[src/rtl/mul_div_sched_pkg.sv]
// Shared types for the mul_div issue scheduler: op encoding, tracker entry, flag width.
package mul_div_sched_pkg;

  typedef enum logic {
    OP_MUL = 1'b0,
    OP_DIV = 1'b1
  } op_e;

  typedef struct packed {
    logic v;
    logic id;
    op_e  op;
  } trk_entry_t;

  localparam int FLAGS_W = 5;

endpackage

[src/rtl/mul_div_sched_if.sv]
// Requester channel: valid/ready handshake carrying one mul_div operation.
interface mul_div_sched_if;
  import mul_div_sched_pkg::*;

  logic        valid;
  logic        ready;
  op_e         op;
  logic [31:0] a;
  logic [31:0] b;

  modport master (output valid, op, a, b, input ready);
  modport slave  (input valid, op, a, b, output ready);

endinterface

[src/rtl/mul_div_sched_rr_arb2.sv]
// Two-input round-robin arbiter, purely combinational; hold suppresses all grants.
// Grants the pointer when both are eligible, otherwise the single eligible input.
module rr_arb2 (
  input  logic [1:0] elig,
  input  logic       hold,
  input  logic       rr,
  output logic [1:0] gnt,
  output logic       rr_nxt
);

  always_comb begin
    gnt = 2'b00;
    if (!hold) begin
      if (elig[0] && elig[1]) gnt[rr] = 1'b1;
      else                    gnt     = elig;
    end
    rr_nxt = rr;
    // Pointer moves to whichever requester did not win.
    if (|gnt) rr_nxt = gnt[0];
  end

endmodule

[src/rtl/mul_div_sched.sv]
// Issue scheduler for the mul_div unit; response MUL_LAT/DIV_LAT+1 edges after handshake,
// no response backpressure, ready withheld during op-switch drains. Option: MUL_DIV_SCHED_PERF_EN.
module mul_div_sched
  import mul_div_sched_pkg::*;
#(
  parameter int MUL_LAT = 4,
  parameter int DIV_LAT = 26
) (
  input  logic               clk,
  input  logic               rst,
  mul_div_sched_if.slave     req0,
  mul_div_sched_if.slave     req1,
  output logic [31:0]        ud_a,
  output logic [31:0]        ud_b,
  output logic               ud_sel,
  output logic               ud_en,
  input  logic [31:0]        ud_r,
  input  logic [FLAGS_W-1:0] ud_flags,
  output logic               rsp_valid,
  output logic               rsp_id,
  output logic               rsp_op,
  output logic [31:0]        rsp_r,
  output logic [FLAGS_W-1:0] rsp_flags,
  output logic               busy
`ifdef MUL_DIV_SCHED_PERF_EN
  ,
  output logic [31:0]        perf_issued,
  output logic [31:0]        perf_drain
`endif
);

  localparam int CNT_W = $clog2(DIV_LAT + 2);
  localparam int POS_W = $clog2(DIV_LAT + 1);

  typedef enum logic {S_RUN, S_DRAIN} drain_e;

  drain_e           state, state_nxt;
  op_e              cur_op, win_op, rr_op;
  logic             rr, rr_nxt, rr_vld, retire, empty, drain_cond, hold, granted, win_id;
  logic [1:0]       elig, arb_gnt, gnt;
  logic [CNT_W-1:0] inflight;
  logic [POS_W-1:0] win_pos;
  logic [31:0]      win_a, win_b;
  trk_entry_t       new_ent;
  trk_entry_t       trk [DIV_LAT+1];

  // "empty" means nothing remains in flight after this edge, so the last retire
  // and a grant of the other op can share an edge.
  assign retire     = trk[0].v;
  assign empty      = (inflight == CNT_W'(retire));
  assign rr_vld     = rr ? req1.valid : req0.valid;
  assign rr_op      = rr ? req1.op    : req0.op;
  assign drain_cond = rr_vld && (rr_op != cur_op) && !empty;
  assign elig[0]    = req0.valid && (empty || (req0.op == cur_op));
  assign elig[1]    = req1.valid && (empty || (req1.op == cur_op));

  always_ff @(posedge clk) begin
    if (rst) state <= S_RUN;
    else     state <= state_nxt;
  end

  always_comb begin
    state_nxt = state;
    case (state)
      S_RUN:   if (drain_cond) state_nxt = S_DRAIN;
      S_DRAIN: if (empty)      state_nxt = S_RUN;
      default: state_nxt = S_RUN;
    endcase
  end

  always_comb begin
    hold = (state == S_DRAIN) ? !empty : drain_cond;
  end

  rr_arb2 u_arb (
    .elig   (elig),
    .hold   (hold),
    .rr     (rr),
    .gnt    (arb_gnt),
    .rr_nxt (rr_nxt)
  );

  assign gnt        = rst ? 2'b00 : arb_gnt;
  assign req0.ready = gnt[0];
  assign req1.ready = gnt[1];
  assign granted    = |gnt;
  assign win_id     = gnt[1];
  assign win_op     = gnt[1] ? req1.op : req0.op;
  assign win_a      = gnt[1] ? req1.a  : req0.a;
  assign win_b      = gnt[1] ? req1.b  : req0.b;
  assign win_pos    = (win_op == OP_DIV) ? POS_W'(DIV_LAT) : POS_W'(MUL_LAT);
  assign new_ent    = '{v: 1'b1, id: win_id, op: win_op};
  assign ud_sel     = cur_op;
  assign busy       = (inflight != '0);

  always_ff @(posedge clk) begin
    if (rst) begin
      rr       <= 1'b0;
      cur_op   <= OP_MUL;
      ud_a     <= '0;
      ud_b     <= '0;
      ud_en    <= 1'b0;
      inflight <= '0;
    end else begin
      ud_en <= 1'b1;
      rr    <= rr_nxt;
      if (granted) begin
        ud_a   <= win_a;
        ud_b   <= win_b;
        cur_op <= win_op;
      end
      if (granted && !retire)      inflight <= inflight + 1'b1;
      else if (!granted && retire) inflight <= inflight - 1'b1;
    end
  end

  // Entry written at depth lat reaches slot 0 after lat shifts and retires one edge later.
  always_ff @(posedge clk) begin
    if (rst) begin
      for (int i = 0; i <= DIV_LAT; i++) trk[i] <= '0;
    end else begin
      for (int i = 0; i < DIV_LAT; i++) trk[i] <= trk[i+1];
      trk[DIV_LAT] <= '0;
      if (granted) trk[win_pos] <= new_ent;
    end
  end

  always_ff @(posedge clk) begin
    if (rst) begin
      rsp_valid <= 1'b0;
      rsp_id    <= 1'b0;
      rsp_op    <= 1'b0;
      rsp_r     <= '0;
      rsp_flags <= '0;
    end else begin
      rsp_valid <= retire;
      if (retire) begin
        rsp_id    <= trk[0].id;
        rsp_op    <= trk[0].op;
        rsp_r     <= ud_r;
        rsp_flags <= ud_flags;
      end
    end
  end

`ifdef MUL_DIV_SCHED_PERF_EN
  always_ff @(posedge clk) begin
    if (rst) begin
      perf_issued <= '0;
      perf_drain  <= '0;
    end else begin
      if (granted && (perf_issued != 32'hFFFF_FFFF)) perf_issued <= perf_issued + 1'b1;
      if (hold && (perf_drain != 32'hFFFF_FFFF))     perf_drain  <= perf_drain + 1'b1;
    end
  end
`endif

endmodule

[src/flat_wrapper.sv]
// flat-port wrapper written by rule: the top's interface ports become plain ports
module mul_div_sched_flat import mul_div_sched_pkg::*;
#(
  parameter int MUL_LAT = 4,
  parameter int DIV_LAT = 26
)
  (clk, rst, ud_a, ud_b, ud_sel, ud_en, ud_r, ud_flags, rsp_valid, rsp_id, rsp_op, rsp_r, rsp_flags, busy, req0_valid, req0_op, req0_a, req0_b, req0_ready, req1_valid, req1_op, req1_a, req1_b, req1_ready);
  mul_div_sched_if req0_i ();
  mul_div_sched_if req1_i ();
  input  logic clk;
  input  logic rst;
  output logic [31:0] ud_a;
  output logic [31:0] ud_b;
  output logic ud_sel;
  output logic ud_en;
  input  logic [31:0] ud_r;
  input  logic [FLAGS_W-1:0] ud_flags;
  output logic rsp_valid;
  output logic rsp_id;
  output logic rsp_op;
  output logic [31:0] rsp_r;
  output logic [FLAGS_W-1:0] rsp_flags;
  output logic busy;
  input wire logic [$bits(req0_i.valid)-1:0] req0_valid;
  input wire logic [$bits(req0_i.op)-1:0] req0_op;
  input wire logic [$bits(req0_i.a)-1:0] req0_a;
  input wire logic [$bits(req0_i.b)-1:0] req0_b;
  output wire logic [$bits(req0_i.ready)-1:0] req0_ready;
  input wire logic [$bits(req1_i.valid)-1:0] req1_valid;
  input wire logic [$bits(req1_i.op)-1:0] req1_op;
  input wire logic [$bits(req1_i.a)-1:0] req1_a;
  input wire logic [$bits(req1_i.b)-1:0] req1_b;
  output wire logic [$bits(req1_i.ready)-1:0] req1_ready;
  assign req0_i.valid = req0_valid;
  assign req0_i.op = req0_op;
  assign req0_i.a = req0_a;
  assign req0_i.b = req0_b;
  assign req0_ready = req0_i.ready;
  assign req1_i.valid = req1_valid;
  assign req1_i.op = req1_op;
  assign req1_i.a = req1_a;
  assign req1_i.b = req1_b;
  assign req1_ready = req1_i.ready;
  mul_div_sched #(.MUL_LAT(MUL_LAT), .DIV_LAT(DIV_LAT)) u_core (.clk(clk), .rst(rst), .req0(req0_i), .req1(req1_i), .ud_a(ud_a), .ud_b(ud_b), .ud_sel(ud_sel), .ud_en(ud_en), .ud_r(ud_r), .ud_flags(ud_flags), .rsp_valid(rsp_valid), .rsp_id(rsp_id), .rsp_op(rsp_op), .rsp_r(rsp_r), .rsp_flags(rsp_flags), .busy(busy));
endmodule
[config.mk]
export PLATFORM = sky130hd
export DESIGN_NAME = mul_div_sched_flat
export DESIGN_NICKNAME = d
export VERILOG_FILES = /design/src/rtl/mul_div_sched_pkg.sv /design/src/rtl/mul_div_sched_if.sv /design/src/rtl/mul_div_sched_rr_arb2.sv /design/src/rtl/mul_div_sched.sv /design/src/flat_wrapper.sv
export SDC_FILE = /design/constraint.sdc
export NUM_CORES = 1
export LEC_CHECK = 0
export BUFFER_PORTS_ARGS = -buffer_cell sky130_fd_sc_hd__buf_2
export CAP_MARGIN = 20
export CORE_ASPECT_RATIO = 1.5
export CORE_MARGIN = 2
export CORE_UTILIZATION = 45
export DETAILED_ROUTE_END_ITERATION = 10
export HOLD_SLACK_MARGIN = 0.06
export PLACE_DENSITY = 0.71
export SYNTH_ARGS = -nofsm -noshare
export SYNTH_HDL_FRONTEND = slang
export SYNTH_HIERARCHICAL = 1
export SYNTH_SLANG_ARGS = --single-unit
[constraint.sdc]
create_clock -name clk -period 8.85 [get_ports clk]
set_input_delay 0.885 -clock clk [delete_from_list [all_inputs] [get_ports clk]]
set_output_delay 0.885 -clock clk [all_outputs]
set_load 0.02 [all_outputs]
==> results.toml <==
[grt]
antenna_found_initial = 0
grt_overflow = 0
track_usage = 0.1781
grt_pass1_vias = 5100
grt_max_degree = 113
grt_pass1_wl_um = 24000

[clock_network]
ctsLongestPathBuffers = 2
cts_resized = 0
cts_root_buf = "clkbuf_16"
htree_levels = 4
cts_setup_buffers = 0
tritoncts = "built"
cts.hold.buffers_added = 0
cts.clk_slew.worst_paths_ns = 0.07
clk_latency_ns = 0.42
cts_made_buffers = 17
cts.sinks = 194

[sta]
worst_slack_ns = 4.750
holdWs_ns = 0.4351
slew_violations = 0
worst_clock_skew_ns = 0.01830
fin_crit_ns = 4.100
slew_headroom = 0.3010
setup_tns_ns = 0
setup_viol = 0
period_share = 0.4633
clock.fmax_mhz = 243.9
worst_pin_slew_ns = 1.049
rsz0062_at_grt = "no"
hold_viol = 0

[final_layout]
instances_no_fill = 1195
fin_nets = 1156
fin_util = 0.5893
drive_gt1_frac = 0.3206
final_cell_mix = "buf_2 (278), dfxtp_1 (193), nor2_1 (179)"
antenna_cells = 0
synthToLayoutAreaGrowth_pct = 29.23
final_common_cell = "buf_2"

[synthesis]
yosys_warnings = 6
seq_area_frac_synth = 0.5475
syn_inst = 727
syn_area_mm2 = 0.007093
synth_ff_type = "dfxtp_1"
syn_nets = 903
ys_types = 35
ys_seq_elements = 194
syn_avg_cell_area_um2 = 9.757
synth_edf_count = 0
synthArstFlopShare = 0

[critical_path]
endpoint_kind = "register"
cp_max_fo = 19
worstRegToRegCells = 15
cp-start-kind = "register"
critPathKind = "reg2reg"
required_ns = 9.16
worst_ep_arrival_time_ns = 4.41

[placed_design]
place.gp.congestion = 0.8203
hpwlAfterDp_um = 10790
dp_cells = 1164
io_buffers = 279
place_ws_ns = 4.512

[routing]
dr.pass1.iters = 4
route.met2.wl_um = 7707
m1WireLength_um = 6767
first_iter_violations = 287
dr.max_layer_used = "met4"
drc = 0
dr_wl_met3_um = 944
ant_nets = 0
vias = 5608
wl_per_cell_um = 13.15
wl_um = 15720
viasPerCell = 4.693

[worst_hold_path]
hp-class = "reg2reg"
min_path_cells = 1

[power]
ir_drop_mv = 0.1948
p_per_area_mw_per_mm2 = 339.8
power_frac_seq = 0.362
swShare = 0.3586
comb_power_share = 0.374
netSwitchingPower_uw = 1117
p_leak_uw = 0.004286
p_int_uw = 1998
clkPwrFrac = 0.264

[die]
dieArea_mm2 = 0.01680
fp.dieW_um = 106.5
io_pins = 280
fp.dieH_um = 157.8
num_rows = 56
core_area_mm2 = 0.01555
start_util = 0.4560

[job]
max_cap_viol_count = 0

[status]
status = "finished, final reports clean"
final timing paths:
check / start / to / slack [ns]
min: u_core/trk[3][2] / u_core/trk[2][2] / 0.44
max reg2reg: u_core/inflight[1] / u_core/inflight[4] / 4.75
max: u_core/inflight[1] / u_core/inflight[4] / 4.75
min reg2reg: u_core/trk[3][2] / u_core/trk[2][2] / 0.44
power by group through the flow:
stage	Sequential (uW)	Clock [uW]	Combinational, uW
3_5_place_dp	1150	0	1170
5_1_grt	1140	883	1290
3_3_place_gp	1140	0	1150
6_report	1130	822	1170
4_1_cts	1130	849	1170
2_1_floorplan	1300	0	737
area by class of cell:
| class | count | area, um^2 |
|---|---|---|
| fillers | 1431 | 6389 |
| flip-flops and latches | 194 | 3885 |
| multi-input cells | 475 | 2923 |
| repair buffers | 283 | 1433 |
| clock buffers | 19 | 432.9 |
| well taps | 203 | 254.0 |
| clock inverters | 12 | 205.2 |
| inverters | 9 | 33.78 |
synth_stat cells (all sizes together), types with 2 or more instances:
library cell | count | share of area
inv | 9 | 0.0048
a41o | 2 | 0.0028
buf | 36 | 0.031
nor3 | 2 | 0.0014
mux2i | 106 | 0.15
xnor2 | 2 | 0.0025
ha | 4 | 0.0071
a21oi | 71 | 0.050
nand2b | 4 | 0.0035
o221ai | 2 | 0.0025
o21ai | 3 | 0.0021
clkbuf | 13 | 0.0069
nor4 | 2 | 0.0018
nand2 | 3 | 0.0016
nor2b | 79 | 0.070
a21boi | 3 | 0.0037
xor2 | 3 | 0.0037
dfxtp | 194 | 0.55
nor2 | 179 | 0.095
sequential cells by signal (all words and copies together) (netlist names), 5 cells and up:
signal and count:
u_core/rsp_r 32, u_core/inflight 5, u_core/ud_a 32, u_core/rsp_flags 5
u_core/trk 81, u_core/ud_b 32
through the flow:
| step | power, uW | cell area [um^2] |
|---|---|---|
| 6_report | 3114 | 9166 |
| 5_1_grt | 3322 | 9166 |
| 4_1_cts | 3150 | 9166 |
| 3_5_place_dp | 2312 | 8528 |
| 3_3_place_gp | 2297 | 8528 |
| 2_1_floorplan | 2040 | 7093 |
kinds of logic (layout without fill, tap and decap cells):
group	Yosys count	after routing	synth area share
multiplexers	107	107	0.1512
buffers and inverters	58	323	0.04304
AO/OA/AOI/OAI	85	85	0.06562
adder cells (fa/ha/maj)	5	5	0.009879
XOR/XNOR	5	5	0.006175
flip-flops	194	194	0.5475
AND/OR/NAND/NOR	273	273	0.1766
routing by layer:
metal  vias to the layer above  track usage
li1                       2880            -
met3                        20      0.04529
met5                         -            0
met1                      2543       0.2229
met2                       165       0.2897
met4                         0      0.07978
worst max-delay path, stage by stage, from the launching register on:
cell	delay (ns)
dfxtp_1	0.35
nor4_1	0.39
nand2_1	0.16
a21boi_0	0.39
nor2b_2	0.24
a21boi_4	0.47
inv_1	0.25
nor2_1	0.17
or2_2	0.13
ha_1	0.15
inv_1	0.11
ha_1	0.34
a21oi_1	0.20
a211oi_1	0.10
a31oi_1	0.19
mux2_2	0.35
(Power assumes the default switching activity.)
